[src/rtl/vector_cordic_atan2.sv]
// Vectoring-mode CORDIC: (X, Y) -> Q16.16 phase and magnitude.
// One micro-rotation per enabled clock, start/busy/done handshake.
module vector_cordic_atan2 #(
    parameter int ITER  = 16,
    parameter int W     = 32,
    parameter int GUARD = 2
) (
    input  logic                Sys_clk,
    input  logic                Vec_rst,
    input  logic                Vec_ce,
    input  logic                Start,
    input  logic [W-1:0]        X,
    input  logic [W-1:0]        Y,
    output logic                Busy,
    output logic                Done,
    output logic signed [W-1:0] Phase,
    output logic [W-1:0]        Mag
);
    localparam int DW = W + GUARD;
    localparam int CW = $clog2(ITER);
    localparam int PW = DW + 17;

    localparam logic [1:0] S_IDLE  = 2'd0;
    localparam logic [1:0] S_ROT   = 2'd1;
    localparam logic [1:0] S_SCALE = 2'd2;
    localparam logic [1:0] S_DONE  = 2'd3;

    localparam logic signed [DW-1:0] PI_Q  = DW'(205887);
    localparam logic signed [DW-1:0] NPI_Q = -PI_Q;
    localparam logic signed [PW-1:0] INV_K = PW'(39797);
    localparam logic signed [PW-1:0] HALF  = PW'(32768);
    localparam logic signed [PW-1:0] SAT   = PW'(64'h7FFF_FFFF);

    logic [1:0]             state;
    logic [CW-1:0]          cnt;
    logic signed [DW-1:0]   x;
    logic signed [DW-1:0]   y;
    logic signed [DW-1:0]   z;
    logic                   zero_in;

    logic signed [DW-1:0]   xe;
    logic signed [DW-1:0]   ye;
    logic signed [DW-1:0]   x_sh;
    logic signed [DW-1:0]   y_sh;
    logic signed [DW-1:0]   a_i;
    logic signed [PW-1:0]   xw;
    logic signed [PW-1:0]   prod;
    logic signed [PW-1:0]   mag_full;
    logic signed [W-1:0]    phase_next;
    logic [W-1:0]           mag_next;

    // Rounded atan(2^-i) in Q16.16 radians
    function automatic logic signed [DW-1:0] atan_lut(input logic [CW-1:0] i);
        logic signed [DW-1:0] a;
        case (int'(i))
            0:       a = DW'(51472);
            1:       a = DW'(30386);
            2:       a = DW'(16055);
            3:       a = DW'(8150);
            4:       a = DW'(4091);
            5:       a = DW'(2047);
            6:       a = DW'(1024);
            7:       a = DW'(512);
            8:       a = DW'(256);
            9:       a = DW'(128);
            10:      a = DW'(64);
            11:      a = DW'(32);
            12:      a = DW'(16);
            13:      a = DW'(8);
            14:      a = DW'(4);
            15:      a = DW'(2);
            default: a = '0;
        endcase
        return a;
    endfunction

    assign xe   = {{GUARD{X[W-1]}}, X};
    assign ye   = {{GUARD{Y[W-1]}}, Y};
    assign x_sh = x >>> cnt;
    assign y_sh = y >>> cnt;
    assign a_i  = atan_lut(cnt);

    assign Busy = (state == S_ROT) || (state == S_SCALE);
    assign Done = (state == S_DONE);

    // Gain compensation (1/K in Q16), round half up, then clamp both outputs
    always_comb begin
        xw       = {{(PW-DW){x[DW-1]}}, x};
        prod     = xw * INV_K;
        mag_full = (prod + HALF) >>> 16;
        mag_next = mag_full[W-1:0];
        if (zero_in || mag_full < 0)
            mag_next = '0;
        else if (mag_full > SAT)
            mag_next = SAT[W-1:0];

        phase_next = z[W-1:0];
        if (zero_in)
            phase_next = '0;
        else if (z > PI_Q)
            phase_next = PI_Q[W-1:0];
        else if (z < NPI_Q)
            phase_next = NPI_Q[W-1:0];
    end

    always_ff @(posedge Sys_clk) begin
        if (Vec_rst) begin
            state   <= S_IDLE;
            cnt     <= '0;
            x       <= '0;
            y       <= '0;
            z       <= '0;
            zero_in <= 1'b0;
            Phase   <= '0;
            Mag     <= '0;
        end else if (Vec_ce) begin
            case (state)
                S_IDLE, S_DONE: begin
                    if (Start) begin
                        cnt     <= '0;
                        zero_in <= (X == '0) && (Y == '0);
                        state   <= S_ROT;
                        // Fold left half-plane into the right half-plane
                        if (!X[W-1]) begin
                            x <= xe;
                            y <= ye;
                            z <= '0;
                        end else begin
                            x <= -xe;
                            y <= -ye;
                            z <= Y[W-1] ? NPI_Q : PI_Q;
                        end
                    end else begin
                        state <= S_IDLE;
                    end
                end
                S_ROT: begin
                    if (!y[DW-1]) begin
                        x <= x + y_sh;
                        y <= y - x_sh;
                        z <= z + a_i;
                    end else begin
                        x <= x - y_sh;
                        y <= y + x_sh;
                        z <= z - a_i;
                    end
                    cnt <= cnt + 1'b1;
                    if (cnt == CW'(ITER - 1))
                        state <= S_SCALE;
                end
                S_SCALE: begin
                    Phase <= phase_next;
                    Mag   <= mag_next;
                    state <= S_DONE;
                end
                default: state <= S_IDLE;
            endcase
        end
    end

endmodule

[config.mk]
export PLATFORM = sky130hd
export DESIGN_NAME = vector_cordic_atan2
export DESIGN_NICKNAME = d
export VERILOG_FILES = /design/src/rtl/vector_cordic_atan2.sv
export SDC_FILE = /design/constraint.sdc
export NUM_CORES = 2
export LEC_CHECK = 0
export CAP_MARGIN = 15
export CELL_PAD_IN_SITES_DETAIL_PLACEMENT = 0
export CELL_PAD_IN_SITES_GLOBAL_PLACEMENT = 2
export CORE_MARGIN = 4
export CORE_UTILIZATION = 35
export DETAILED_ROUTE_END_ITERATION = 6
export PLACE_DENSITY = 0.86
export SYNTH_ARGS = -nofsm -noshare
export SYNTH_HDL_FRONTEND = slang
export SYNTH_SLANG_ARGS = --single-unit
[constraint.sdc]
create_clock -name Sys_clk -period 9.8 [get_ports Sys_clk]
set_clock_uncertainty 0.2 [all_clocks]
set_input_delay 1.47 -clock Sys_clk [delete_from_list [all_inputs] [get_ports Sys_clk]]
set_output_delay 1.47 -clock Sys_clk [all_outputs]
set_load 0.02 [all_outputs]
==> results.toml <==
[status]
status = "finished, final reports clean"

[placed_design]
post-dp-hpwl_microns = 75570
dp_cells = 4896
io_buffers = 133
gp_congestion = 0.9208

[synthesis]
synth-async-reset-ratio = 0
netlist.top_cell.by_area = "fa_1"
syn_avg_cell_area_sq_um = 8.136
synth_cell_type_count = 82
yosysWarnings = 0
synthCells = 3744
netlist.area_leader.share = 0.1735
synth_fp_nets = 4413
synth_edf_count = 0
syn_area_sq_um = 30460
synth-main-ff-cell = "dfxtp_1"
synthTopCellsByArea = "fa_1, ha_1, dfxtp_1"
seq_area_frac_synth = 0.1242
synth_seq_cells = 189

[clocking]
max-clock-path-buffers = 2
cts_root_buffer = "clkbuf_16"
numCtsBuffers = 17
htreeDepth = 4
clk_latency_ns = 0.51
cts_setup_buffers = 0
ctsResizeCount = 0
clkTransAtPathRegs_ns = 0.08
cts_sinks = 189
cts_tree = "built"
ctsHoldBuffers = 0

[cells_and_area]
layout.cells.most_common_list = "inv_1, a21oi_1, ha_1, nand2_1, fa_1"
fin_nets = 4440
final_util = 0.3894
final_common_cell = "inv_1"
regArea_sq_um = 3795
synthToLayoutAreaGrowth_pct = 9.719
drive_above_1_share = 0.04995
fillers = 8887
multi_input_area_sq_um = 24180
final_cell_count_no_fill = 4929

[sta]
worst_pin_slew_ns = 1.070
fin_hold_ws_ns = 0.2515
slew_headroom = 0.2804
finalHoldViolations = 0
period_needed_ns = 7.695
setup_viol = 0
slew_viol_final = 0
fmax_ghz = 0.1299
rsz0062_at_grt = "no"
period_share = 0.7852
fin_tns_setup_ns = 0

[floorplan]
initial_core_util = 0.3550
io_pins = 134
dieArea_sq_um = 91820
die-width_microns = 303.0
die_h_microns = 303.0
rows = 107
core_sq_um = 85820

[grt]
gr-usage-all-layers = 0.2100
grt_start_max_net_pins = 70
grt_overflow = 0
grt_pass1_wl_microns = 151900
grt_pass1_vias = 26390
antenna_found_initial = 5

[detailed_routing]
vias = 26860
drt_iter0_markers = 1802
dr.pass1.iters = 5
drcViolationCount = 0
post_drt_wl_per_cell_microns = 19.56
vias_per_cell = 5.449
routed_wirelength_microns = 96420
ant_nets = 0

[power_and_ir_drop]
ir_drop_v = 0.0001925
power_density_nw_per_um2 = 211.8
p_leak_nw = 14.80

[setup_path]
path_buf_inv = 5
cp_cell_sequence = "inv_1 > ha_1 > inv_1 > fa_1 > fa_1 > fa_1 > fa_1 > inv_1 > fa_1 > inv_1 > ha_1 > nand3_1 > or3_1 > or3_1 > a31oi_1 > nor4bb_1 > nor3_1 > o21bai_1 > mux2i_2 > buf_4 > o21ai_0 > a21oi_1"
crit_type = "register to register"
crit_top_cell = "fa_1"
cp_top_family = "adder cells"
cpPeakStageDelay_ns = 0.70
slowest_stage = "dfxtp_1"
worst-path-max-fanout = 31
cp-end-kind = "register"
cp.required_ns = 10.02
crit_path_start_kind = "register"
worstPathArrival_ns = 7.91

[worst_hold_path]
worst_hold_path_type = "register to register"

[flow_run]
max_cap_violations = 0
through the flow:
step	instance area, sq um	setup slack [ns]	power [mW]
final	33420	2.105	7.078
after global routing	33420	1.675	7.874
after CTS	33420	2.119	7.172
after detailed placement	32830	2.145	6.360
after global placement	32830	2.281	6.397
after floorplan	30460	3.209	4.990
registers in the layout, indices dropped and copies added (netlist names):
| register | flops |
|---|---|
| Mag | 32 |
| Phase | 32 |
| a_i | 16 |
| cnt | 4 |
| state | 2 |
| x | 34 |
| y | 34 |
| z | 34 |
| zero_in | 1 |
worst min-delay path, stage by stage (launching register included):
cell and delay (ns):
dfxtp_1 0.31, nand2_1 0.05, a21oi_1 0.05
where the power goes:
| part | total, mW | internal (mW) | switching (mW) |
|---|---|---|---|
| clock network | 0.769 | 0.384 | 0.385 |
| registers | 1.01 | 0.851 | 0.157 |
| logic | 5.30 | 2.12 | 3.18 |
final timing paths:
check                               from       end  slack [ns]  depth (start not counted)
worst max-delay path               x[32]    Mag[0]        2.10                         22
worst min-delay path            Phase[9]  Phase[9]        0.25                          2
worst max register to register     x[32]    Mag[0]        2.10                         22
worst min register to register  Phase[9]  Phase[9]        0.25                          2
cell families (layout without fill, tap and decap cells):
logic type	Yosys count	after routing	synth area share
AOI/OAI and AO/OA	970	970	0.1914
xor gates and xnor gates	240	240	0.06901
adders and majority gates	601	601	0.3119
buffers and inverters	654	694	0.08310
DFF	189	189	0.1242
muxes	167	167	0.07788
other	0	1	0
and+or+nand+nor	923	923	0.1425
synth_stat cells, types with 20 or more instances:
master    number
inv_1        495
a21oi_1      368
ha_1         337
nand2_1      312
fa_1         264
nor2_1       259
o21ai_0      240
dfxtp_1      189
xnor2_1      153
clkbuf_1     113
xor2_1        87
mux2i_1       84
a21o_1        61
nor3_1        58
mux4_2        53
nand3_1       53
a31oi_1       40
a211oi_1      38
nand2b_1      32
mux2_2        30
nand4_1       29
o211ai_1      29
o31ai_1       27
and3_1        26
o22ai_1       24
and2_1        23
nor2b_1       22
or3_1         20
cell type report:
class | instances | share of cell area
Tap cell | 1144 | 0.04283
Timing Repair Buffer | 165 | 0.04680
Antenna cell | 1 | 0.00007488
Clock inverter | 12 | 0.004493
Inverter | 497 | 0.05582
Multi-Input combinational cell | 2901 | 0.7234
Sequential cell | 189 | 0.1135
Clock buffer | 20 | 0.01307
routing by layer:
metal	track usage	wire length, microns	vias to the layer above
li1	-	-	13010
met1	0.2878	43860	13070
met2	0.3430	45180	649
met3	0.03571	5112	125
met4	0.05622	2226	8
met5	0	48	-
Note: power is estimated with default switching activity, not from simulation.
